$ cat config.mk
export PLATFORM = sky130hd
export DESIGN_NAME = packed_word_streamer
export DESIGN_NICKNAME = d
export VERILOG_FILES = /design/src/rtl/arith_enc_pkg.sv /design/src/rtl/word_fifo_2w.sv /design/src/rtl/packed_word_streamer.sv
export SDC_FILE = /design/constraint.sdc
export NUM_CORES = 1
export LEC_CHECK = 0
export BUFFER_PORTS_ARGS = -buffer_cell sky130_fd_sc_hd__clkbuf_2
export CORE_MARGIN = 3
export CORE_UTILIZATION = 45
export CTS_CLUSTER_DIAMETER = 80
export DETAILED_ROUTE_END_ITERATION = 8
export GPL_TIMING_DRIVEN = 0
export PLACE_DENSITY = 0.58
export SETUP_SLACK_MARGIN = 0.15
export SLEW_MARGIN = 25
export SYNTH_ARGS = -nofsm -noshare
export SYNTH_HDL_FRONTEND = slang
export SYNTH_SLANG_ARGS = --single-unit
$ cat constraint.sdc
create_clock -name clk -period 13.9 [get_ports clk]
set_input_delay 2.085 -clock clk [delete_from_list [all_inputs] [get_ports clk]]
set_output_delay 2.085 -clock clk [all_outputs]
set_load 0.05 [all_outputs]
$ cat src/rtl/arith_enc_pkg.sv
// Shared types for the arithmetic-encoder output path: FIFO entry layout,
// serializer states and the tail-entry builder used on flush.
package arith_enc_pkg;

    localparam int WORD_W = 16;
    localparam int BYTE_W = 8;

    typedef struct packed {
        logic [WORD_W-1:0] data;
        logic [1:0]        nbytes;
        logic              last;
    } stream_entry_t;

    typedef enum logic [1:0] {
        S_IDLE = 2'd0,
        S_HI   = 2'd1,
        S_LO   = 2'd2
    } ser_state_e;

    // Keep only the top b bits of the tail; b=0 still emits a single zero byte.
    function automatic stream_entry_t make_tail_entry(input logic [WORD_W-1:0] fdata,
                                                      input logic [4:0]        fbits);
        stream_entry_t       e;
        logic [4:0]          b;
        logic [2*WORD_W-1:0] mask_wide;
        b         = (fbits > 5'd16) ? 5'd16 : fbits;
        mask_wide = {{WORD_W{1'b1}}, {WORD_W{1'b0}}} >> b;
        e.data    = fdata & mask_wide[WORD_W-1:0];
        e.nbytes  = (b <= 5'd8) ? 2'd1 : 2'd2;
        e.last    = 1'b1;
        return e;
    endfunction

endpackage

$ cat src/rtl/word_fifo_2w.sv
// DEPTH-entry FIFO with two write ports (port 0 wins on space) and one read
// port; writes that do not fit are dropped and flagged for one cycle.
module word_fifo_2w
    import arith_enc_pkg::*;
#(
    parameter  int DEPTH = 16,
    localparam int PTR_W = $clog2(DEPTH),
    localparam int LVL_W = PTR_W + 1
) (
    input  logic                clk,
    input  logic                rst,
    input  logic                wr0_en_i,
    input  stream_entry_t       wr0_entry_i,
    input  logic                wr1_en_i,
    input  stream_entry_t       wr1_entry_i,
    input  logic                rd_en_i,
    output stream_entry_t       rd_entry_o,
    output logic                empty_o,
    output logic [LVL_W-1:0]    level_o,
    output logic                drop_o
);

    stream_entry_t      mem_q [DEPTH];
    logic [PTR_W-1:0]   wr_ptr_q, wr_ptr_d;
    logic [PTR_W-1:0]   rd_ptr_q, rd_ptr_d;
    logic [LVL_W-1:0]   level_q, level_d;
    logic [LVL_W-1:0]   free;
    logic               pop, acc0, acc1;

    // A same-edge pop frees one slot for this cycle's pushes.
    always_comb begin
        pop      = rd_en_i && (level_q != '0);
        free     = LVL_W'(DEPTH) - level_q + LVL_W'(pop);
        acc0     = wr0_en_i && (free != '0);
        acc1     = wr1_en_i && (free > LVL_W'(acc0));
        drop_o   = (wr0_en_i && !acc0) || (wr1_en_i && !acc1);
        wr_ptr_d = wr_ptr_q + PTR_W'(acc0) + PTR_W'(acc1);
        rd_ptr_d = rd_ptr_q + PTR_W'(pop);
        level_d  = level_q + LVL_W'(acc0) + LVL_W'(acc1) - LVL_W'(pop);
    end

    always_ff @(posedge clk) begin
        if (acc0) mem_q[wr_ptr_q] <= wr0_entry_i;
        if (acc1) mem_q[wr_ptr_q + PTR_W'(acc0)] <= wr1_entry_i;
    end

    always_ff @(posedge clk) begin
        if (rst) begin
            wr_ptr_q <= '0;
            rd_ptr_q <= '0;
            level_q  <= '0;
        end else begin
            wr_ptr_q <= wr_ptr_d;
            rd_ptr_q <= rd_ptr_d;
            level_q  <= level_d;
        end
    end

    assign rd_entry_o = mem_q[rd_ptr_q];
    assign empty_o    = (level_q == '0);
    assign level_o    = level_q;

endmodule

$ cat src/rtl/packed_word_streamer.sv
// Buffers packed 16-bit words (plus a flush tail) and streams them MSB-first
// as bytes over valid/ready, marking the final byte of the stream.
module packed_word_streamer
    import arith_enc_pkg::*;
#(
    parameter int DEPTH        = 16,
    parameter int BYTE_COUNT_W = 32
) (
    input  logic                      clk,
    input  logic                      rst,
    input  logic [WORD_W-1:0]         word_in,
    input  logic                      word_valid,
    input  logic                      flush_valid,
    input  logic [WORD_W-1:0]         flush_data,
    input  logic [4:0]                flush_bits,
    output logic [BYTE_W-1:0]         m_data,
    output logic                      m_valid,
    input  logic                      m_ready,
    output logic                      m_last,
    output logic [$clog2(DEPTH):0]    fifo_level,
    output logic                      overflow,
    output logic [BYTE_COUNT_W-1:0]   byte_count
);

    ser_state_e                 state_q, state_d;
    stream_entry_t              cur_q, cur_d;
    stream_entry_t              word_entry, tail_entry, head;
    logic                       overflow_q;
    logic [BYTE_COUNT_W-1:0]    byte_count_q;
    logic                       fifo_empty, fifo_drop;
    logic                       hs, load, pop;

    assign word_entry = '{data: word_in, nbytes: 2'd2, last: 1'b0};
    assign tail_entry = make_tail_entry(flush_data, flush_bits);

    word_fifo_2w #(.DEPTH(DEPTH)) u_fifo (
        .clk         (clk),
        .rst         (rst),
        .wr0_en_i    (word_valid),
        .wr0_entry_i (word_entry),
        .wr1_en_i    (flush_valid),
        .wr1_entry_i (tail_entry),
        .rd_en_i     (pop),
        .rd_entry_o  (head),
        .empty_o     (fifo_empty),
        .level_o     (fifo_level),
        .drop_o      (fifo_drop)
    );

    // load marks a cycle where the serializer is free to take the next entry;
    // popping in that same cycle avoids a bubble between entries.
    always_comb begin
        hs      = m_valid && m_ready;
        load    = 1'b0;
        state_d = state_q;
        case (state_q)
            S_IDLE: load = 1'b1;
            S_HI: begin
                if (hs) begin
                    if (cur_q.nbytes == 2'd2) state_d = S_LO;
                    else                      load    = 1'b1;
                end
            end
            S_LO:    if (hs) load = 1'b1;
            default: state_d = S_IDLE;
        endcase
        pop = load && !fifo_empty;
        if (load) state_d = pop ? S_HI : S_IDLE;
        cur_d = pop ? head : cur_q;
    end

    always_comb begin
        m_data = '0;
        m_last = 1'b0;
        case (state_q)
            S_HI: begin
                m_data = cur_q.data[WORD_W-1:BYTE_W];
                m_last = cur_q.last && (cur_q.nbytes == 2'd1);
            end
            S_LO: begin
                m_data = cur_q.data[BYTE_W-1:0];
                m_last = cur_q.last;
            end
            default: ;
        endcase
    end

    always_ff @(posedge clk) begin
        if (rst) begin
            state_q      <= S_IDLE;
            cur_q        <= '0;
            overflow_q   <= 1'b0;
            byte_count_q <= '0;
        end else begin
            state_q      <= state_d;
            cur_q        <= cur_d;
            overflow_q   <= overflow_q | fifo_drop;
            byte_count_q <= byte_count_q + BYTE_COUNT_W'(hs);
        end
    end

    assign m_valid    = (state_q != S_IDLE);
    assign overflow   = overflow_q;
    assign byte_count = byte_count_q;

endmodule
==> flow_summary.toml <==
[run_status]
status = "complete, no violations"

[sta]
fin_skew_ns = 0.0272
drv_slew = 0
max_freq_mhz = 136
finalSetupViolations = 0
worst_slew_pin_slew_ns = 1.09
finalSetupTns_ns = 0
min_period_ns = 7.36
rsz0062_at_grt = "false"
hold_violations = 0
fin_crit_sh = 0.529
slew_headroom = 0.271

[clocking]
post-cts-setup-buffer-count = 0
numCtsBuffers = 43
cts_resized = 0
root_buffer = "clkbuf_16"
hold_buffers = 0
path_clk_slew_ns = 0.06
cts.sinks = 371
clk_latency_ns = 0.58
cts_tree = "done"
clockBufferDepth = 3
cts_max_level = 2

[yosys]
syn_area_um2 = 19700
synth.largest_area_cell = "edfxtp_1"
synth-edff-count = 288
synth_fp_nets = 1749
synth_top_area_frac = 0.439
ys.warnings.count = 0
ys_seq_elements = 371
ys_types = 53
synth.area.top_cells = "edfxtp_1 44%, mux2i_1 13%, mux4_2 8.7%, dfxtp_1 8.4%, nand2_1 4.8%"
synthArstFlopShare = 0
netlist_instances = 1684
synthFlopType = "edfxtp_1"
avgSynthCellArea_um2 = 11.7
synth_seq_area_share = 0.524

[drt]
first_pass_iters = 5
drc_errors = 0
drt.antenna.violating_nets = 0
via_per_inst = 5.97
wl_per_cell_um = 27.4
num_vias = 14600
drt_iter0_markers = 1521
routed_wl_mm = 66.8

[hold_path]
hp-start = "cur_q[7]"
hold_class = "reg -> reg"
min_delay_worst_endpoint = "cur_q[7]"
hold_depth = 1

[global_route]
grt_first_pass_wirelength_mm = 97.0
track_usage = 0.285
gr-total-overflow = 0
first_global_vias = 14100
grt_start_max_net_pins = 19
antenna_found_initial = 0

[placement]
placed_cells = 2362
gp_congestion = 0.967
portBuffers = 85
detailed_place_hpwl_mm = 51.0

[finish]
ff_latch_area_um2 = 10300
diodes = 0
layout-drive-gt1-share = 0.159
fillerInstances = 3855
final_net_count = 1887
multiInputGateArea_um2 = 8790
area_delta_synth_final_pct = 14.1
final-instance-count-excl-fill = 2441

[setup_path]
crit_fanout = 18
ff2ff_path_depth = 18
cp.arrival_ns = 7.49
critPathCaptureType = "flip-flop"
timing_worst_setup_path_type = "in -> reg"
rr_endpoint = "u_fifo.mem_q[12][6]"
reg2reg_slack_ns = 7.43
crit_path_start_kind = "input port"
timing.rr.start = "u_fifo.level_o[2]"
required_ns = 14.03

[power]
power_frac_clock = 0.273
p_per_area_nw_per_um2 = 182
max-vdd-ir-drop_mv = 0.0838
p_sw_mw = 1.53
swShare = 0.375
combPwrFrac = 0.369
report.power.total_mw = 4.09
power_leakage_nw = 8.02
power.internal_mw = 2.56
seq_power_share = 0.358

[floorplanning]
dieArea_um2 = 46300
die_h_um = 215
io_pins = 90
die_width_um = 215
rows = 76
initial_core_util = 0.456
core_area_um2 = 43200

[run]
maxCapViolCount = 0
[layout by cell type (no fill, tap or decap), types with 62 or more instances in the layout]
master,netlist,layout
edfxtp_1,288,288
nand2_1,250,250
mux2i_1,248,248
nor2_1,146,146
clkbuf_1,95,111
clkbuf_2,0,88
dfxtp_1,83,83
mux4_2,76,76
o21ai_0,76,68
o211ai_1,62,62
[cell type report]
type,instances,area share
plain buffers,140,0.0271
clock buffers,70,0.0570
clock inverters,9,0.00334
inverters,21,0.00351
multi-input cells,1152,0.391
flip-flops and latches,371,0.459
well taps,585,0.0326
repair buffers,93,0.0266
[worst max path at each step]
stage / slack (ns) / depth (start not counted) / end / startpoint
after floorplan: 7.35 / 16 / u_fifo.mem_q[11][10] / m_ready
after global placement: 4.89 / 15 / u_fifo.mem_q[7][13] / m_ready
after detailed placement: 6.14 / 18 / u_fifo.mem_q[4][13] / m_ready
after CTS: 6.70 / 18 / u_fifo.mem_q[4][11] / m_ready
after global routing: 6.23 / 18 / u_fifo.mem_q[4][14] / m_ready
final: 6.54 / 18 / u_fifo.mem_q[12][6] / m_ready
[flip-flops by register name (all words and copies together), names as in the netlist]
register / flops
byte_count: 32
u_fifo.wr_ptr_q: 4
u_fifo.rd_ptr_q: 4
overflow: 1
cur_q: 19
state_q: 2
u_fifo.mem_q: 304
u_fifo.level_o: 5
[cell usage after synthesis, drive strengths merged, types with 24 or more instances]
master and number:
o21ai 86, nor2b 24, nor2 154, buf 45, nand3 25, mux4 76
edfxtp 288, dfxtp 83, o211ai 62, clkbuf 95, a21o 28, mux2i 248
nand2 250
[power by group through the flow]
stage               clock network (mW)  logic [mW]  registers (mW)
finish                            1.12        1.51            1.46
global route                      1.17        1.59            1.48
CTS                               1.12        1.49            1.46
detailed placement                   0        1.48            1.49
global placement                     0        1.43            1.48
floorplan                            0       0.953            1.49
[worst max-delay path: stages]
cell and delay [ns]:
clkbuf_2 0.13, nand2_1 0.06, o21ai_0 0.32, nand2_1 0.19, ha_1 0.23, nand2b_1 0.19, xnor2_1 0.29, clkbuf_1 0.45
nand3_1 0.13, and2_1 0.26, ha_1 0.30, nor2_1 0.04, or2_2 0.31, o311ai_2 0.79, or2_2 0.27, clkbuf_1 0.44
clkbuf_1 0.40, nand2_1 0.58
[through the flow]
stage / setup WS [ns] / hold slack [ns] / util / cell area (µm²)
6_report: 6.54 / 0.456 / 0.521 / 22500
5_1_grt: 6.23 / 0.467 / 0.521 / 22500
4_1_cts: 6.70 / 0.450 / 0.520 / 22500
3_5_place_dp: 6.14 / 0.437 / 0.489 / 21100
3_3_place_gp: 4.89 / 0.429 / 0.483 / 20800
2_1_floorplan: 7.35 / 0.420 / - / 19700
[cell families (layout without fill, tap and decap cells)]
logic type | Yosys count | count (layout) | synth area share
XOR/XNOR | 38 | 38 | 0.0169
AND/OR/NAND/NOR | 518 | 518 | 0.113
buffers and inverters | 161 | 333 | 0.0347
multiplexers | 324 | 324 | 0.213
AO/OA/AOI/OAI | 249 | 249 | 0.0831
adder cells (fa/ha/maj) | 23 | 23 | 0.0154
flip-flops | 371 | 371 | 0.524
[metal layers]
layer / wire [µm] / track usage / vias to the layer above
li1: - / - / 6505
met3: 6040 / 0.0508 / 96
met5: 0 / 0 / -
met4: 1490 / 0.0767 / 0
met1: 28800 / 0.408 / 7263
met2: 30500 / 0.452 / 699
Power figures use the tool's default switching activity.
